--- src/rtl/jtframe_ddr_rdarb.sv ---
// jtframe_ddr_rdarb
// Shares the DDR3 burst-read port between two requesters (A: ROM fetcher,
// B: secondary loader). Requests are latched, granted round-robin, issued
// one burst at a time, and beats are routed to the owner. A stalled burst
// is abandoned after 2**TW-1 beat-less cycles.
module jtframe_ddr_rdarb #(
  parameter int          TW    = 5,
  parameter logic [3:0]  ABASE = 4'h0
) (
  input  logic        clk,
  input  logic        rst,
  input  logic        a_rd,
  input  logic [28:0] a_addr,
  input  logic [7:0]  a_burstcnt,
  output logic        a_busy,
  output logic        a_dout_ready,
  output logic        a_err,
  input  logic        b_rd,
  input  logic [28:0] b_addr,
  input  logic [7:0]  b_burstcnt,
  output logic        b_busy,
  output logic        b_dout_ready,
  output logic        b_err,
  input  logic        ddram_busy,
  output logic        ddram_rd,
  output logic [28:0] ddram_addr,
  output logic [7:0]  ddram_burstcnt,
  input  logic        ddram_dout_ready
);

  typedef enum logic [1:0] {ST_IDLE, ST_ISSUE, ST_DATA} state_t;
  typedef enum logic [1:0] {OWN_NONE, OWN_A, OWN_B} owner_t;

  // Timeout fires when the counter is about to reach all-ones.
  localparam logic [TW-1:0] TO_LAST = {{(TW-1){1'b1}}, 1'b0};

  state_t      r_state;
  state_t      w_state_n;
  owner_t      r_owner;
  logic        r_last_b;
  logic        r_pend_a, r_pend_b;
  logic [24:0] r_addr_a, r_addr_b;
  logic [7:0]  r_len_a, r_len_b;
  logic        r_rd;
  logic [28:0] r_daddr;
  logic [7:0]  r_dlen;
  logic [7:0]  r_beats;
  logic [TW-1:0] r_to;
  logic        r_err_a, r_err_b;

  logic w_busy_a, w_busy_b;
  logic w_cap_a, w_cap_b, w_zero_a, w_zero_b;
  logic w_grant_a, w_grant_b, w_accept, w_beat, w_done, w_abort;
  logic w_unused_hi;

  // The window bits come from ABASE, so the requesters' top address bits are not stored.
  assign w_unused_hi = ^{a_addr[28:25], b_addr[28:25]};

  assign w_busy_a = r_pend_a | (r_owner == OWN_A);
  assign w_busy_b = r_pend_b | (r_owner == OWN_B);

  assign w_cap_a  = a_rd & ~w_busy_a & (a_burstcnt != 8'd0);
  assign w_cap_b  = b_rd & ~w_busy_b & (b_burstcnt != 8'd0);
  assign w_zero_a = a_rd & ~w_busy_a & (a_burstcnt == 8'd0);
  assign w_zero_b = b_rd & ~w_busy_b & (b_burstcnt == 8'd0);

  assign a_busy         = w_busy_a;
  assign b_busy         = w_busy_b;
  assign a_err          = r_err_a;
  assign b_err          = r_err_b;
  assign ddram_rd       = r_rd;
  assign ddram_addr     = r_daddr;
  assign ddram_burstcnt = r_dlen;

  // Beats are only forwarded while a burst is in its data phase; stray beats are dropped.
  assign a_dout_ready = ddram_dout_ready & (r_state == ST_DATA) & (r_owner == OWN_A);
  assign b_dout_ready = ddram_dout_ready & (r_state == ST_DATA) & (r_owner == OWN_B);

  // State register.
  always_ff @(posedge clk or posedge rst) begin
    if (rst) r_state <= ST_IDLE;
    else     r_state <= w_state_n;
  end

  // Next state plus the one-cycle events that drive the datapath registers.
  always_comb begin
    w_state_n = r_state;
    w_grant_a = 1'b0;
    w_grant_b = 1'b0;
    w_accept  = 1'b0;
    w_beat    = 1'b0;
    w_done    = 1'b0;
    w_abort   = 1'b0;
    case (r_state)
      ST_IDLE: begin
        if (r_pend_a & (~r_pend_b | r_last_b)) begin
          w_grant_a = 1'b1;
          w_state_n = ST_ISSUE;
        end else if (r_pend_b) begin
          w_grant_b = 1'b1;
          w_state_n = ST_ISSUE;
        end
      end
      ST_ISSUE: begin
        if (!ddram_busy) begin
          w_accept  = 1'b1;
          w_state_n = ST_DATA;
        end
      end
      ST_DATA: begin
        if (ddram_dout_ready) begin
          w_beat = 1'b1;
          if (r_beats == 8'd1) begin
            w_done    = 1'b1;
            w_state_n = ST_IDLE;
          end
        end else if (r_to == TO_LAST) begin
          w_abort   = 1'b1;
          w_state_n = ST_IDLE;
        end
      end
      default: w_state_n = ST_IDLE;
    endcase
  end

  // Request capture, grant bookkeeping, DDR command and beat/timeout counters.
  always_ff @(posedge clk or posedge rst) begin
    if (rst) begin
      r_owner  <= OWN_NONE;
      r_last_b <= 1'b1;
      r_pend_a <= 1'b0;
      r_pend_b <= 1'b0;
      r_addr_a <= '0;
      r_addr_b <= '0;
      r_len_a  <= '0;
      r_len_b  <= '0;
      r_rd     <= 1'b0;
      r_daddr  <= '0;
      r_dlen   <= '0;
      r_beats  <= '0;
      r_to     <= '0;
      r_err_a  <= 1'b0;
      r_err_b  <= 1'b0;
    end else begin
      r_err_a <= w_zero_a | (w_abort & (r_owner == OWN_A));
      r_err_b <= w_zero_b | (w_abort & (r_owner == OWN_B));

      if (w_cap_a) begin
        r_pend_a <= 1'b1;
        r_addr_a <= a_addr[24:0];
        r_len_a  <= a_burstcnt;
      end
      if (w_cap_b) begin
        r_pend_b <= 1'b1;
        r_addr_b <= b_addr[24:0];
        r_len_b  <= b_burstcnt;
      end

      if (w_grant_a) begin
        r_owner  <= OWN_A;
        r_last_b <= 1'b0;
        r_rd     <= 1'b1;
        r_daddr  <= {ABASE, r_addr_a};
        r_dlen   <= r_len_a;
      end
      if (w_grant_b) begin
        r_owner  <= OWN_B;
        r_last_b <= 1'b1;
        r_rd     <= 1'b1;
        r_daddr  <= {ABASE, r_addr_b};
        r_dlen   <= r_len_b;
      end

      if (w_accept) begin
        r_rd    <= 1'b0;
        r_beats <= r_dlen;
        r_to    <= '0;
        if (r_owner == OWN_A) r_pend_a <= 1'b0;
        if (r_owner == OWN_B) r_pend_b <= 1'b0;
      end

      if (w_beat) begin
        r_beats <= r_beats - 8'd1;
        r_to    <= '0;
      end else if (r_state == ST_DATA) begin
        r_to <= r_to + 1'b1;
      end

      if (w_done | w_abort) r_owner <= OWN_NONE;
    end
  end

endmodule

--- config.mk ---
export PLATFORM = sky130hd
export DESIGN_NAME = jtframe_ddr_rdarb
export DESIGN_NICKNAME = d
export VERILOG_FILES = /design/src/rtl/jtframe_ddr_rdarb.sv
export SDC_FILE = /design/constraint.sdc
export NUM_CORES = 1
export LEC_CHECK = 0
export ABC_AREA = 0
export BUFFER_PORTS_ARGS = -buffer_cell sky130_fd_sc_hd__clkbuf_2
export CAP_MARGIN = 30
export CORE_MARGIN = 3
export CORE_UTILIZATION = 49
export DETAILED_ROUTE_END_ITERATION = 16
export HOLD_SLACK_MARGIN = 0.06
export PLACE_DENSITY = 0.86
export SLEW_MARGIN = 10
export SYNTH_ARGS = -nofsm -noshare
export SYNTH_HDL_FRONTEND = slang
export SYNTH_SLANG_ARGS = --single-unit
--- constraint.sdc ---
create_clock -name clk -period 3.4 [get_ports clk]
set_input_delay 0.34 -clock clk [delete_from_list [all_inputs] [get_ports clk]]
set_output_delay 0.34 -clock clk [all_outputs]
set_load 0.02 [all_outputs]
# == Word level (Yosys, flattened, before mapping) ==
# Cells that the tools add are included.
# W data, S select, Z words.
# op_classes
reduce_logical,11
magnitude_cmp,0
n_bitwise,21
div,0
multipliers,0
muxes,45
shifts,0
n_eq_ne,10
addsub,2
# op_table
op,count
$mux W29,2
$mux W8,4
$mux W1,26
$mux W2,9
$logic_not A8 Y1,2
$reduce_bool A8 Y1,2
$mux W5,3
$and A1 B1 Y1,12
$reduce_bool A3 Y1,3
$eq A8 B1 Y1 const B,1
$sub A8 B1 Y8 const B,1
$ne A3 B2 Y1 const B,2
$or A1 B1 Y1,6
$pmux W2 S3,1
$add A5 B1 Y5 const B,1
$eq A5 B5 Y1 const B,1
$eq A2 B1 Y1 const B,2
$eq A2 B2 Y1 const B,2
$reduce_and A4 Y1,1
$reduce_bool A2 Y1,2
$ne A3 B3 Y1 const B,1
$not A1 Y1,3
$logic_not A2 Y1,1
$ne A2 B2 Y1 const B,1
# totals
rom_bits,0
register_bits,126
elab_cells,105
latch_bits,0
mem_count,0
output_inout_bits,44
inputBits,80
mem_bits_rw,0

# == Longest topological paths before layout ==
# Gate-level depths: netlist (run 1).
# logic_depth
depth_word,8
ltp_mapped,6
ltp_nobuf,5

# == Least setup slack after synthesis (run 1) ==
# Ideal clock, no wire load.
# synth_timing
path_kind,input to register
start,in b_burstcnt[2]
end,reg r_addr_b[0]
n_path_buf,2
path_stages,5
arrival_time_ns,1.699
required_ns,3.275
setup_slack_ns,1.576
setup_time_ns,0.125
cell_sequence,or4_1 o2111a_1 buf_6 buf_12 mux2_4
# synth_via
elab_chain_len,2
# synth_lines
item,line_no,source
"start, declared",20,"input logic [7:0] b_burstcnt,"
$reduce_bool A8 Y1,63,assign w_cap_b = b_rd & ~w_busy_b & (b_burstcnt != 8'd0);
$and A1 B1 Y1,63,
"end signal, assigned",155,r_addr_b <= b_addr[24:0];
"end, declared",42,"logic [24:0] r_addr_a, r_addr_b;"
# No other way between the ends.
# A chain may end at the register's enable or synchronous reset.

# == Worst setup path in the final report (run 1) ==
# layout_timing
start,reg r_state[0]
end,out a_dout_ready
# layout_via
elab_chain_len,3
# layout_lines
item,line_no,source
"start, declared",37,state_t r_state;
"start signal, assigned",82,else r_state <= w_state_n;
$eq A2 B2 Y1,76,assign a_dout_ready = ddram_dout_ready & (r_state == ST_DATA) & (r_owner == OWN_A);
$and A1 B1 Y1 (2 in series),76,
"end, declared",16,"output logic a_dout_ready,"
# No other way between the ends.

==> qor.tcl, run 1 <==
set qor(worst_ir_drop_vdd_uv) 520
set qor(run_status) {completed}
set qor(globalRouteTotalUtil_pct) 22.7
set qor(critical_path.endpoint_type) {output port}
set qor(critPathKind) {reg2out}
set qor(grt_antenna_before_repair) 0
set qor(critical_path.reg2reg.endpoint) {r_addr_a[24]}
set qor(via_count) 4296
set qor(worst-slew-pin-transition_ns) 0.844
set qor(cts_resized) 0
set qor(gp_congestion) 0.829
set qor(total_leakage_power_nw) 3.17
set qor(post_synth_most_frequent_cells) {dfrtp_1, nor2_1, a21oi_1, o21ai_0, o31ai_1}
set qor(worst_setup_hold_path_clk_slew_ns) 0.05
set qor(dpl_cell_area_um2) 6210
set qor(cts_setup_buffers) 0
set qor(final_std_cell_area_no_fill_um2) 6840
set qor(yosys_warnings) 0
set qor(post_synthesis_share_of_cell_area_spent_on_full_adders_half_adders_and_majority_gates_pct) 0.896
set qor(nNetsFinal) 660
set qor(cts_htree_levels) 4
set qor(tritoncts_num_sinks) 122
set qor(timing_hold_violations_final) 0
set qor(post_synthesis_share_of_cell_area_spent_on_xor_and_xnor_gates_pct) 0
set qor(regToRegSetupSlack_ns) 1.32
set qor(finalSetupViolCount) 0
set qor(detail_route.iter0.violations) 336
set qor(critical_path.reg2reg.startpoint) {r_pend_a}
set qor(vias_per_cell) 5.89
set qor(route.detailed.drc) 0
set qor(combinational_family_with_the_most_area_after_synthesis) {compound AO/OA/AOI/OAI gates}
set qor(detail_routed_net_length_per_standard_cell_um) 19.2
set qor(die-area_um2) 12700
set qor(max-clock-path-buffers) 2
set qor(postSynth.topFlopCell) {dfrtp_1}
set qor(synth_most_common_cell) {dfrtp_1}
set qor(power_density_nw_per_um2) 1030
set qor(totalNegativeSetupSlack_ns) 0
set qor(yosysTopAreaCellShare_pct) 54.2
set qor(design.portCount) 124
set qor(synth_compound_gate_area_share_pct) 16.1
set qor(critical_path.max_stage_delay_ns) 0.52
set qor(worst_hold_path_type) {in2async}
set qor(final_antenna_net_count) 0
set qor(totalPowerFinal_mw) 7.07
set qor(core_um2) 11000
set qor(dieWidth_um) 113
set qor(io_buffers) 111
set qor(max_freq_mhz) 471
set qor(area_growth_syn_to_layout_pct) 22.4
set qor(fin_skew_ns) 0.00565
set qor(synth_edf_count) 0
set qor(antennaDiodeCount) 0
set qor(grt_first_pass_wirelength_um) 22900
set qor(place.detailed.hpwl_um) 9110
set qor(synth-simple-area-share_pct) 8.15
set qor(final.fill_count) 852
set qor(start_util_pct) 50.9
set qor(grt_setup_unrepaired) {no}
set qor(cts_buffers) 17
set qor(first_global_vias) 4554
set qor(globalRouteOverflowTotal) 0
set qor(report.final.slew_viol_count) 0
set qor(sequential_to_total_area_share_from_yosys_stat_pct) 54.7
set qor(ys_seq_elements) 122
set qor(path_max_fanout) 12
set qor(worst_path_max_delay_cell) {dfrtp_1}
set qor(wl_um) 14000
set qor(cell_family_with_most_cp_delay) {simple AND/OR/NAND/NOR gates}
set qor(crit_chain) {nand3b_1 -> nor2_1 -> clkbuf_2}
set qor(synth_mux_area_share_pct) 15.1
set qor(synthesis.area_per_instance_um2) 11.8
set qor(clock_tree_from_tritoncts) {yes}
set qor(cp.buffers_inverters) 1
set qor(synth_top_cells_by_area) {dfrtp_1, mux2_4, mux2_2}
set qor(drtPass1Iterations) 5
set qor(cts_root_buffer) {clkbuf_16}
set qor(grt_max_degree) 62
set qor(timing.slew.headroom_pct) 42.9
set qor(core.rowCount) 38
set qor(regArea_um2) 3050
set qor(crit_required_ns) 3.06
set qor(timing.critical_path.arrival_ns) 1.78
set qor(multiInputGateArea_um2) 2300
set qor(post-synth-top-area-cell) {dfrtp_1}
set qor(maxCapViolations) 0
set qor(layout_min_cycle_time_ns) 2.12
set qor(period_share_pct) 62.5
set qor(clock_insertion_delay_worst_skew_ns) 0.40
set qor(critical_path_depth) 3
set qor(synth-async-reset-ratio_pct) 100
set qor(die_height_um) 113
set qor(drive_gt1_share_pct) 37.4
set qor(finalCoreUtilization_pct) 62.3
set qor(cts.hold.buffers_added) 0
set qor(synthesis.area_um2) 5590
set qor(synth_cells) 472
set qor(ys_types) 49
set qor(rr_worst_depth) 3
set qor(type_of_element_launching_the_critical_path) {flop}
-- cells by family after synthesis --
family / count (synthesis)
DFF: 122
adders and majority gates: 4
muxes: 66
and+or+nand+nor: 90
buffers and inverters: 49
other: 1
AOI/OAI and AO/OA: 140
-- final cells by class --
type	instances	share of cell area (%)
flip-flops and latches	122	44.6
clock buffers	24	7.04
repair buffers	120	10.2
multi-input cells	304	33.6
clock inverters	8	1.35
inverters	11	0.658
well taps	140	2.56
-- metal layers --
metal  track usage [%]  routed length (um)
met1              28.4                5560
met2              37.4                6980
met3              6.42                1040
met4              9.05                 422
met5                 0                   0
-- worst register-to-register path: stages, from the launching register on --
cell	delay, ns
dfrtp_1	0.56
a2111oi_4	0.54
buf_4	0.46
mux2_2	0.41
-- how the worst max path moves through the flow --
| stage | end | start | slack (ns) |
|---|---|---|---|
| finish | a_dout_ready | r_state[0] | 1.28 |
| CTS | a_dout_ready | r_state[0] | 1.28 |
| floorplan | a_err | rst | 1.56 |
| detailed placement | r_addr_b[13] | b_burstcnt[2] | 1.15 |
| global placement | r_addr_b[5] | b_burstcnt[2] | 1.09 |
| global route | r_addr_a[10] | r_pend_a | 1.18 |
-- power by group --
group / internal (mW) / total (mW) / switching [mW]
combinational: 1.19 / 2.68 / 1.49
sequential: 2.13 / 2.65 / 0.514
clock: 1.13 / 1.74 / 0.607
total: 4.45 / 7.07 / 2.62
-- registers in the layout, indices dropped and copies added, names as in the netlist, 5 cells and up --
register	cells
ddram_addr	25
r_addr_a	25
r_addr_b	25
ddram_burstcnt	8
r_beats	8
r_len_a	8
r_len_b	8
r_to	5
-- stage by stage --
step / hold WS (ns) / setup WS (ns) / instances
2_1_floorplan: 0.459 / 1.56 / 475
3_3_place_gp: 0.471 / 1.09 / 693
3_5_place_dp: 0.476 / 1.15 / 695
4_1_cts: 0.0732 / 1.28 / 727
5_1_grt: 0.0977 / 1.18 / 729
6_report: 0.0584 / 1.28 / 729
-- layout by cell type (no fill, tap or decap), types with 2 or more instances in the layout --
| cell type | count |
|---|---|
| ha_1 | 4 |
| nand3b_1 | 2 |
| nor3b_1 | 3 |
| clkbuf_1 | 4 |
| clkinv_2 | 5 |
| bufinv_16 | 2 |
| mux2_1 | 2 |
| mux2_2 | 33 |
| o22ai_1 | 2 |
| buf_12 | 2 |
| buf_4 | 4 |
| a311oi_1 | 3 |
| nor4b_1 | 2 |
| clkbuf_16 | 17 |
| nor4_1 | 3 |
| clkbuf_8 | 3 |
| inv_1 | 10 |
| a221o_1 | 2 |
| mux2i_1 | 3 |
| clkbuf_2 | 111 |
| nand3_1 | 4 |
| o2bb2ai_1 | 4 |
| nor2b_1 | 4 |
| clkinvlp_4 | 2 |
| nand2b_1 | 5 |
| nand2_1 | 5 |
| buf_16 | 2 |
| a211oi_1 | 5 |
| dfrtp_1 | 121 |
| nor4bb_1 | 2 |
| nor2_1 | 43 |
| o31ai_1 | 35 |
| a21oi_1 | 39 |
| or3_1 | 5 |
| or4_1 | 2 |
| nor3_1 | 3 |
| conb_1 | 4 |
| o21ai_0 | 39 |
| a2bb2oi_1 | 3 |
| mux2_4 | 28 |
(Power assumes the default switching activity.)
==> inputs of run 2 (changes only) <==
clock period = 1.7 ns   (was 3.4 ns; I/O delays follow)
==> run 2 against run 1 <==
Sequential cell count is the same. Combinational power grew 130%. Cell count is 13% higher. Sequential power up 100%. Worst hold slack improved by 0.021 ns. Global-route usage is 3.9 points higher. Count of clock-buffer cells in the layout did not move. First-iteration DRC count up 16%. Critical endpoint is now r_addr_a[5]. Largest power group unchanged.
==> qor.tcl, run 2 (synthesis gave the netlist of run 1 again) <==
set qor(critPathKind) {reg2reg}
set qor(tritoncts_num_sinks) 122 ;# unchanged
set qor(worst_hold_slack_ns) 0.0797 ;# +0.0214 ns
set qor(cts_root_buffer) {clkbuf_16}
set qor(grt_max_degree) 123 ;# +98%
set qor(finalCoreUtilization_pct) 71.4 ;# +9.1 points
set qor(max-clock-path-buffers) 2 ;# unchanged
set qor(rr_worst_depth) 4 ;# +1
set qor(io_buffers) 111 ;# unchanged
set qor(worst_setup_hold_path_clk_slew_ns) 0.05 ;# about the same
set qor(globalRouteOverflowTotal) 0 ;# unchanged
set qor(run_status) {completed}
set qor(route.detailed.drc) 0 ;# unchanged
set qor(worst_hold_path.num_cells) 2
set qor(path_max_fanout) 16 ;# +4
set qor(die_height_um) 113 ;# unchanged
set qor(core_um2) 11000 ;# unchanged
set qor(grt_setup_unrepaired) {yes}
set qor(maxCapViolations) 0 ;# unchanged
set qor(final_antenna_net_count) 0 ;# unchanged
set qor(core.rowCount) 38 ;# unchanged
set qor(critical_path.reg2reg.startpoint) {r_owner[0]}
set qor(hold-path-endpoint) {r_to[1]}
set qor(regToRegSetupSlack_ns) 0.03 ;# -1.29 ns
set qor(area_growth_syn_to_layout_pct) 40.4
set qor(mostFrequentLayoutCells) {dfrtp_1, clkbuf_2, dlygate4sd3_1, nor2_1, a21oi_1}
set qor(layout_min_cycle_time_ns) 1.67
set qor(report.final.slew_viol_count) 0 ;# unchanged
set qor(worst_ir_drop_vdd_uv) 1220 ;# +130%
set qor(final_std_cell_area_no_fill_um2) 7840 ;# +15%
set qor(detail_route.iter0.violations) 391 ;# +16%
set qor(first_global_vias) 5273 ;# +16%
set qor(via_count) 4763 ;# +11%
set qor(worst_path_max_delay_cell) {dfrtp_1}
set qor(critical_path.endpoint_type) {flop}
set qor(grt_antenna_before_repair) 0 ;# unchanged
set qor(nNetsFinal) 756 ;# +15%
set qor(power_density_nw_per_um2) 1950 ;# +89%
set qor(crit_required_ns) 2.00 ;# -1.06 ns
set qor(crit_chain) {nor2b_1 -> a2111oi_4 -> buf_4 -> mux2_2}
set qor(vias_per_cell) 5.77 ;# -2.0%
set qor(worst_hold_path_type) {in2reg}
set qor(detail_routed_net_length_per_standard_cell_um) 20.0 ;# +4.1%
set qor(start_util_pct) 50.9 ;# unchanged
set qor(worst-slew-pin-transition_ns) 0.660 ;# -0.184 ns
set qor(wl_um) 16500 ;# +18%
set qor(antennaDiodeCount) 0 ;# unchanged
set qor(timing.slew.headroom_pct) 56.0 ;# +13 points
set qor(min_from) {ddram_dout_ready}
set qor(timing_hold_violations_final) 0 ;# unchanged
set qor(grt_first_pass_wirelength_um) 26500 ;# +16%
set qor(dpl_cell_area_um2) 6420 ;# +3.4%
set qor(drtPass1Iterations) 5 ;# unchanged
set qor(fin_skew_ns) 0.00499 ;# -0.000662 ns
set qor(drive_gt1_share_pct) 37.2 ;# -0.13 points
set qor(max_freq_mhz) 600
set qor(design.portCount) 124 ;# unchanged
set qor(die-area_um2) 12700 ;# unchanged
set qor(totalNegativeSetupSlack_ns) 0 ;# unchanged
set qor(type_of_element_launching_the_critical_path) {flop}
set qor(totalPowerFinal_mw) 15.3 ;# +120%
set qor(total_leakage_power_nw) 3.63 ;# +15%
set qor(place.detailed.hpwl_um) 9660 ;# +6.1%
set qor(gp_congestion) 0.803 ;# -3.1%
set qor(timing.critical_path.arrival_ns) 1.97 ;# +0.19 ns
set qor(cts_buffers) 17 ;# unchanged
set qor(critical_path.max_stage_delay_ns) 0.41 ;# -0.11 ns
set qor(dieWidth_um) 113 ;# unchanged
set qor(clock_insertion_delay_worst_skew_ns) 0.42 ;# +0.02 ns
set qor(clock_tree_from_tritoncts) {yes}
set qor(critical_path.reg2reg.endpoint) {r_addr_a[5]}
set qor(layout.cells.most_common) {dfrtp_1}
set qor(globalRouteTotalUtil_pct) 26.6 ;# +3.9 points
set qor(period_share_pct) 98.1
set qor(cts_htree_levels) 4 ;# unchanged
set qor(finalSetupViolCount) 0 ;# unchanged
[run 2: final cells by class]
type | count | area (um^2)
Clock buffer | 24 | 482
Clock inverter | 8 | 140
Fill cell | 693 | 3140
Inverter | 11 | 45.0
Multi-Input combinational cell | 305 | 2360
Sequential cell | 122 | 3060
Tap cell | 140 | 175
Timing Repair Buffer | 215 | 1590
[run 2: routing by layer]
metal / routed length [um] / vias to the layer above / global-route usage (%) / part of all wire [%]
met5: 0 / - / 0 / 0
met4: 511 / 0 / 12.3 / 3.1
met3: 1110 / 50 / 7.38 / 6.8
met2: 8590 / 214 / 45.8 / 52
met1: 6260 / 2392 / 30.8 / 38
li1: - / 2107 / - / -
[run 2: power breakdown]
| group | leakage, nW | switching [mW] | internal [mW] |
|---|---|---|---|
| registers | 1.50 | 1.03 | 4.27 |
| clock network | 0.308 | 1.27 | 2.56 |
| logic | 1.82 | 3.35 | 2.83 |
[run 2: worst max path at each step]
| stage | from | end | slack [ns] | cells past startpoint |
|---|---|---|---|---|
| finish | r_owner[0] | r_addr_a[5] | 0.03 | 4 |
| detailed placement | b_burstcnt[2] | r_addr_b[14] | -0.11 | 5 |
| CTS | r_pend_a | a_busy | 0.02 | 4 |
| floorplan | rst | a_err | 0.03 | 1 |
| global placement | b_burstcnt[2] | r_addr_b[12] | -0.09 | 5 |
| global route | r_owner[0] | r_addr_a[5] | -0.02 | 4 |
[run 2: timing repair]
action	in CTS	in global routing
cloned	1	0
pin swaps	0	1
endpoints found under the setup margin	35	38
endpoints found under the hold margin	187	0
setup buffers	2	4
resized for setup	5	14
hold buffers	67	0
[run 2: stage by stage]
stage                     setup WS (ns)  std cells
after floorplan                  0.0335        475
after global placement          -0.0868        719
after detailed placement         -0.106        719
after CTS                        0.0169        821
after global routing            -0.0204        825
final                            0.0320        825
[run 2: worst max-delay path, delay by kind of cell (launching register included)]
family	cells	cell delay (ns)
AND/OR/NAND/NOR	1	0.20
flip-flops	1	0.41
AO/OA/AOI/OAI	1	0.23
buffers and inverters	1	0.33
multiplexers	1	0.38
